### src/rtl/fifo_pkg.sv
// Shared constants and helpers for the parametrised synchronous FIFO.
// Imported by fifo_dpram and fifo_sync_param.
package fifo_pkg;

  localparam int DEFAULT_WIDTH = 8;
  localparam int DEFAULT_DEPTH = 16;

  // Ceiling log2 for sizing address/pointer fields at elaboration time.
  function automatic int clog2(input int value);
    int result;
    result = 0;
    for (int i = 0; i < 31; i++) begin
      if ((1 << i) < value) result = i + 1;
    end
    return result;
  endfunction

endpackage

### src/rtl/fifo_dpram.sv
// WIDTH x DEPTH storage with one synchronous write port and one registered read port.
// Read data resets to zero; array contents are never cleared.
module fifo_dpram
  import fifo_pkg::*;
#(
  parameter int WIDTH = DEFAULT_WIDTH,
  parameter int DEPTH = DEFAULT_DEPTH,
  parameter int AW    = clog2(DEFAULT_DEPTH)
) (
  input  logic             clk,
  input  logic             rst,
  input  logic             we_i,
  input  logic [AW-1:0]    waddr_i,
  input  logic [WIDTH-1:0] wdata_i,
  input  logic             re_i,
  input  logic [AW-1:0]    raddr_i,
  output logic [WIDTH-1:0] rdata_o
);

  logic [WIDTH-1:0] mem_q [DEPTH];
  logic [WIDTH-1:0] rdata_q;

  always_ff @(posedge clk) begin
    if (we_i) mem_q[waddr_i] <= wdata_i;
  end

  // A read of the slot being written on the same edge returns the old word.
  always_ff @(posedge clk) begin
    if (rst) begin
      rdata_q <= '0;
    end else if (re_i) begin
      rdata_q <= mem_q[raddr_i];
    end
  end

  assign rdata_o = rdata_q;

endmodule

### src/rtl/fifo_sync_param.sv
// Parametrised single-clock FIFO: pointers, occupancy count and registered flags.
// Optional sticky overflow/underflow flags are built when FIFO_ERRFLAG_EN is defined.
module fifo_sync_param
  import fifo_pkg::*;
#(
  parameter int WIDTH    = DEFAULT_WIDTH,
  parameter int DEPTH    = DEFAULT_DEPTH,
  parameter int AF_LEVEL = 14,
  parameter int AE_LEVEL = 2
) (
  input  logic                    clk,
  input  logic                    rst,
  input  logic [WIDTH-1:0]        Din,
  input  logic                    Wen,
  input  logic                    Ren,
  output logic [WIDTH-1:0]        Dout,
  output logic                    Fempty,
  output logic                    Ffull,
  output logic                    Falmost_empty,
  output logic                    Falmost_full,
  output logic [clog2(DEPTH):0]   count
`ifdef FIFO_ERRFLAG_EN
  ,
  output logic                    Fovf,
  output logic                    Fudf
`endif
);

  localparam int          AW     = clog2(DEPTH);
  localparam int unsigned CW     = AW + 1;
  localparam logic [AW:0] ONE    = CW'(1);
  localparam logic [AW:0] DEPTH_C = CW'(DEPTH);
  localparam logic [AW:0] AF_C   = CW'(AF_LEVEL);
  localparam logic [AW:0] AE_C   = CW'(AE_LEVEL);

  logic [AW:0] wptr_q, wptr_d, rptr_q, rptr_d, count_q, count_d;
  logic        empty_q, full_q, aempty_q, afull_q;
  logic        ptr_empty, ptr_full, wr_ok, rd_ok;

  // Wen/Ren are requests, not a valid/ready pair: a read is taken whenever the
  // FIFO holds data, a write whenever there is room or a read frees a slot on
  // the same edge; refused requests are simply dropped.
  always_comb begin
    ptr_empty = (wptr_q == rptr_q);
    ptr_full  = (wptr_q[AW-1:0] == rptr_q[AW-1:0]) && (wptr_q[AW] != rptr_q[AW]);
    rd_ok     = Ren & ~ptr_empty;
    wr_ok     = Wen & (~ptr_full | rd_ok);
    wptr_d    = wr_ok ? wptr_q + ONE : wptr_q;
    rptr_d    = rd_ok ? rptr_q + ONE : rptr_q;
    count_d   = count_q;
    case ({wr_ok, rd_ok})
      2'b10:   count_d = count_q + ONE;
      2'b01:   count_d = count_q - ONE;
      default: count_d = count_q;
    endcase
  end

  always_ff @(posedge clk) begin
    if (rst) begin
      wptr_q   <= '0;
      rptr_q   <= '0;
      count_q  <= '0;
      empty_q  <= 1'b1;
      full_q   <= 1'b0;
      aempty_q <= 1'b1;
      afull_q  <= 1'b0;
    end else begin
      wptr_q   <= wptr_d;
      rptr_q   <= rptr_d;
      count_q  <= count_d;
      empty_q  <= (count_d == '0);
      full_q   <= (count_d == DEPTH_C);
      aempty_q <= (count_d <= AE_C);
      afull_q  <= (count_d >= AF_C);
    end
  end

  fifo_dpram #(
    .WIDTH (WIDTH),
    .DEPTH (DEPTH),
    .AW    (AW)
  ) u_ram (
    .clk     (clk),
    .rst     (rst),
    .we_i    (wr_ok & ~rst),
    .waddr_i (wptr_q[AW-1:0]),
    .wdata_i (Din),
    .re_i    (rd_ok),
    .raddr_i (rptr_q[AW-1:0]),
    .rdata_o (Dout)
  );

  assign Fempty        = empty_q;
  assign Ffull         = full_q;
  assign Falmost_empty = aempty_q;
  assign Falmost_full  = afull_q;
  assign count         = count_q;

`ifdef FIFO_ERRFLAG_EN
  logic ovf_q, udf_q;

  always_ff @(posedge clk) begin
    if (rst) begin
      ovf_q <= 1'b0;
      udf_q <= 1'b0;
    end else begin
      ovf_q <= ovf_q | (Wen & full_q & ~rd_ok);
      udf_q <= udf_q | (Ren & empty_q);
    end
  end

  assign Fovf = ovf_q;
  assign Fudf = udf_q;
`endif

endmodule

### config.mk
export PLATFORM = sky130hd
export DESIGN_NAME = fifo_sync_param
export DESIGN_NICKNAME = d
export VERILOG_FILES = /design/src/rtl/fifo_pkg.sv /design/src/rtl/fifo_dpram.sv /design/src/rtl/fifo_sync_param.sv
export SDC_FILE = /design/constraint.sdc
export NUM_CORES = 1
export LEC_CHECK = 0
export ABC_AREA = 1
export ABC_CLOCK_PERIOD_IN_PS = 3700
export CORE_MARGIN = 10
export CORE_UTILIZATION = 45
export DETAILED_ROUTE_END_ITERATION = 10
export PLACE_DENSITY = 0.59
export RECOVER_POWER = 25
export SLEW_MARGIN = 25
export SYNTH_ARGS = -nofsm -noshare
export SYNTH_HDL_FRONTEND = slang
export SYNTH_SLANG_ARGS = --single-unit
### constraint.sdc
create_clock -name clk -period 3.7 [get_ports clk]
set_clock_uncertainty 0.05 [all_clocks]
set_input_delay 0.74 -clock clk [delete_from_list [all_inputs] [get_ports clk]]
set_output_delay 0.74 -clock clk [all_outputs]
set_load 0.01 [all_outputs]
==> flow_summary.yaml <==
outcome:
  outcome: "finished, final reports clean"
setup_path:
  path_class: "reg -> reg"
  end_kind: "register"
  required_ps: 3970
  arrival_ps: 3080
  start_kind: "register"
  path_max_fanout: 13
grt:
  grt_first_pass_wirelength_mm: 23.2
  grt_max_degree: 67
  grt_pass1_vias: 4107
  grt_usage_pct: 15.2
  globalRouteOverflowTotal: 0
  antenna_found_initial: 0
placed_design:
  preCtsSetupSlack_ps: 522
  place.gp.congestion: 0.839
  placedInstanceArea_sq_um: 6950
  hpwlAfterDp_mm: 9.17
  io_buffers: 28
logic_synthesis:
  yosysSeqAreaShare_pct: 68.5
  synth-seq-cells: 155
  syn_nets: 577
  syn_area_per_cell_sq_um: 11.5
  syn_area_sq_um: 6400
  syn_inst: 556
  yosys_warnings: 0
  yosysUniqueCellTypes: 29
drt:
  first_pass_iters: 5
  wl_per_cell_um: 18.5
  num_vias: 4313
  drc: 0
  wl_mm: 14.6
  drt_iter0_markers: 392
  drt-vias-per-instance: 5.46
  antenna_left: 0
sta:
  max_freq_mhz: 356
  fin_tns_setup_ps: 0
  setup_ws_ps: 887
  finalCritPeriodShare_pct: 76.0
  rsz0062_at_grt: "no"
  setup_viol: 0
  final_max_slew_viol_count: 0
  max_slew.worst_pin.slew_ps: 686
  hold_viol: 0
  layout_min_cycle_time_ps: 2810
  relSlewSlack_pct: 54.1
finish:
  regArea_sq_um: 4390
  area_delta_synth_final_pct: 17.8
  fin_area_sq_um: 7540
  nNetsFinal: 618
  utilization_pct: 54.3
  drive_above_1_share_pct: 12.8
  multi_input_area_sq_um: 1750
  num-fill-cells: 1176
  diodes: 0
clock_network:
  htree_levels: 4
  post_cts_resized: 0
  insertion_delay_ps: 420
  cts_root_buffer: "clkbuf_16"
  postCtsSetupBuffers: 0
  cts_tree: "done"
  clock_path_buffers: 2
  hold_buffers: 0
  cts_buffers: 17
  clk_pin_slew_ps: 60
  clock_sinks: 155
flow_run:
  cap_violations: 0
floorplan:
  ios: 29
  die_area_sq_um: 19400
  coreArea_sq_um: 13900
  fp.dieW_um: 139
  start_util_pct: 46.1
  rows: 43
  fp.dieH_um: 139
power_and_ir_drop:
  powerDensity_nw_per_um2: 570
  ir_worst_vdd_mv: 0.317
  leakage_nw: 2.68
min_path:
  hp-class: "reg -> reg"
[stage by stage]
| step | hold WS [ps] | total power [mW] | instances |
|---|---|---|---|
| finish | 438 | 4.29 | 790 |
| detailed placement | 426 | 2.64 | 758 |
| global route | 464 | 4.47 | 790 |
| global placement | 418 | 2.63 | 758 |
| CTS | 442 | 4.33 | 790 |
| floorplan | 393 | 2.40 | 556 |
[cell families after synthesis]
kind of cell               share of synthesized area (%)
AOI/OAI and AO/OA                                   12.6
xor gates and xnor gates                           0.274
DFF                                                 68.5
adders and majority gates                           1.88
and+or+nand+nor                                     12.7
buffers and inverters                               4.09
[worst paths after layout]
check                               start             to  slack [ps]  cells after the start
worst max-delay path            rptr_q[1]  Falmost_empty         890                     20
worst min-delay path            rptr_q[4]      rptr_q[4]         440                      1
worst max register to register  rptr_q[1]  Falmost_empty         890                     20
worst min register to register  rptr_q[4]      rptr_q[4]         440                      1
[cells in the mapped netlist (all sizes together)]
cell,instances,area (sq um)
nand4,2,12.5
buf,7,43.8
inv,36,135
o221ai,11,96.3
nor2,98,383
fa,1,20.0
nor3,4,20.0
nand3b,1,7.51
o211ai,7,52.6
dfxtp,27,541
a221oi,6,52.6
nor3b,1,7.51
o21ai,82,410
ha,8,100
clkbuf,22,82.6
a21oi,17,85.1
nand3,15,97.6
edfxtp,128,3840
nand2,64,285
xnor2,2,17.5
o22ai,17,106
[worst max-delay path, cell delays in order (launching register included)]
cell	delay (ps)
dfxtp_1	630
nand2_1	110
nand2_1	110
nor2_4	60
nand3_4	80
nand2_4	50
nor2_1	230
inv_1	90
fa_1	400
o21ai_0	170
nand2_1	80
nand2_1	60
nand2_1	50
nand2_1	70
nand2_1	50
nand2_1	60
nand2_1	50
nand2_1	70
nand2_1	100
nand2_1	110
nor2_1	40
[flip-flops by register name, indices dropped and copies added, names as in the netlist]
name and flops:
Falmost_empty 1, Falmost_full 1, Fempty 1, Ffull 1, count 5, rptr_q 5, u_ram.mem_q 128, u_ram.rdata_o 8
wptr_q 5
[placed cells by master (no fill, tap or decap)]
cell             count
nand2_1             54
nor3_1               4
clkinvlp_4           5
ha_1                 8
nand3_4              1
xnor2_1              2
nor3b_1              1
clkinv_1             1
fa_1                 1
nand2_4              4
nor2_1              96
dfxtp_1             26
edfxtp_1           128
clkinv_4             3
o21ai_0             82
o221ai_1            11
inv_2                8
nand4_1              2
clkdlybuf4s50_1     22
inv_1               28
nand3_2              2
a21oi_1             17
nand3_1             12
a221oi_1             6
bufinv_16            2
dlygate4sd3_1        6
o211ai_1             7
o22ai_1             17
clkbuf_16           17
nor2_4               2
buf_4               23
dfxtp_2              1
nand2_2              6
nand3b_1             1
inv_6                1
clkbuf_8             1
clkinv_2             2
[where the power goes]
part / total [mW] / internal [mW] / switching (mW)
Clock: 1.70 / 1.01 / 0.687
Combinational: 0.612 / 0.225 / 0.388
Sequential: 1.98 / 1.94 / 0.0456
Total: 4.29 / 3.17 / 1.12
[layer usage]
metal	part of all wire (%)	up-vias	global-route usage [%]
li1	-	2070	-
met1	45	2081	19.8
met2	47	138	23.5
met3	5.4	24	3.33
met4	2.1	0	7.47
met5	0	-	0
[layout make-up]
class | count | share of cell area (%)
sequential | 155 | 58.2
clock buffer | 18 | 5.83
timing repair buffer | 51 | 6.01
inverter | 36 | 1.79
multi-input combinational | 336 | 23.3
clock inverter | 14 | 1.94
tap | 180 | 2.99
Power figures use the tool's default switching activity.
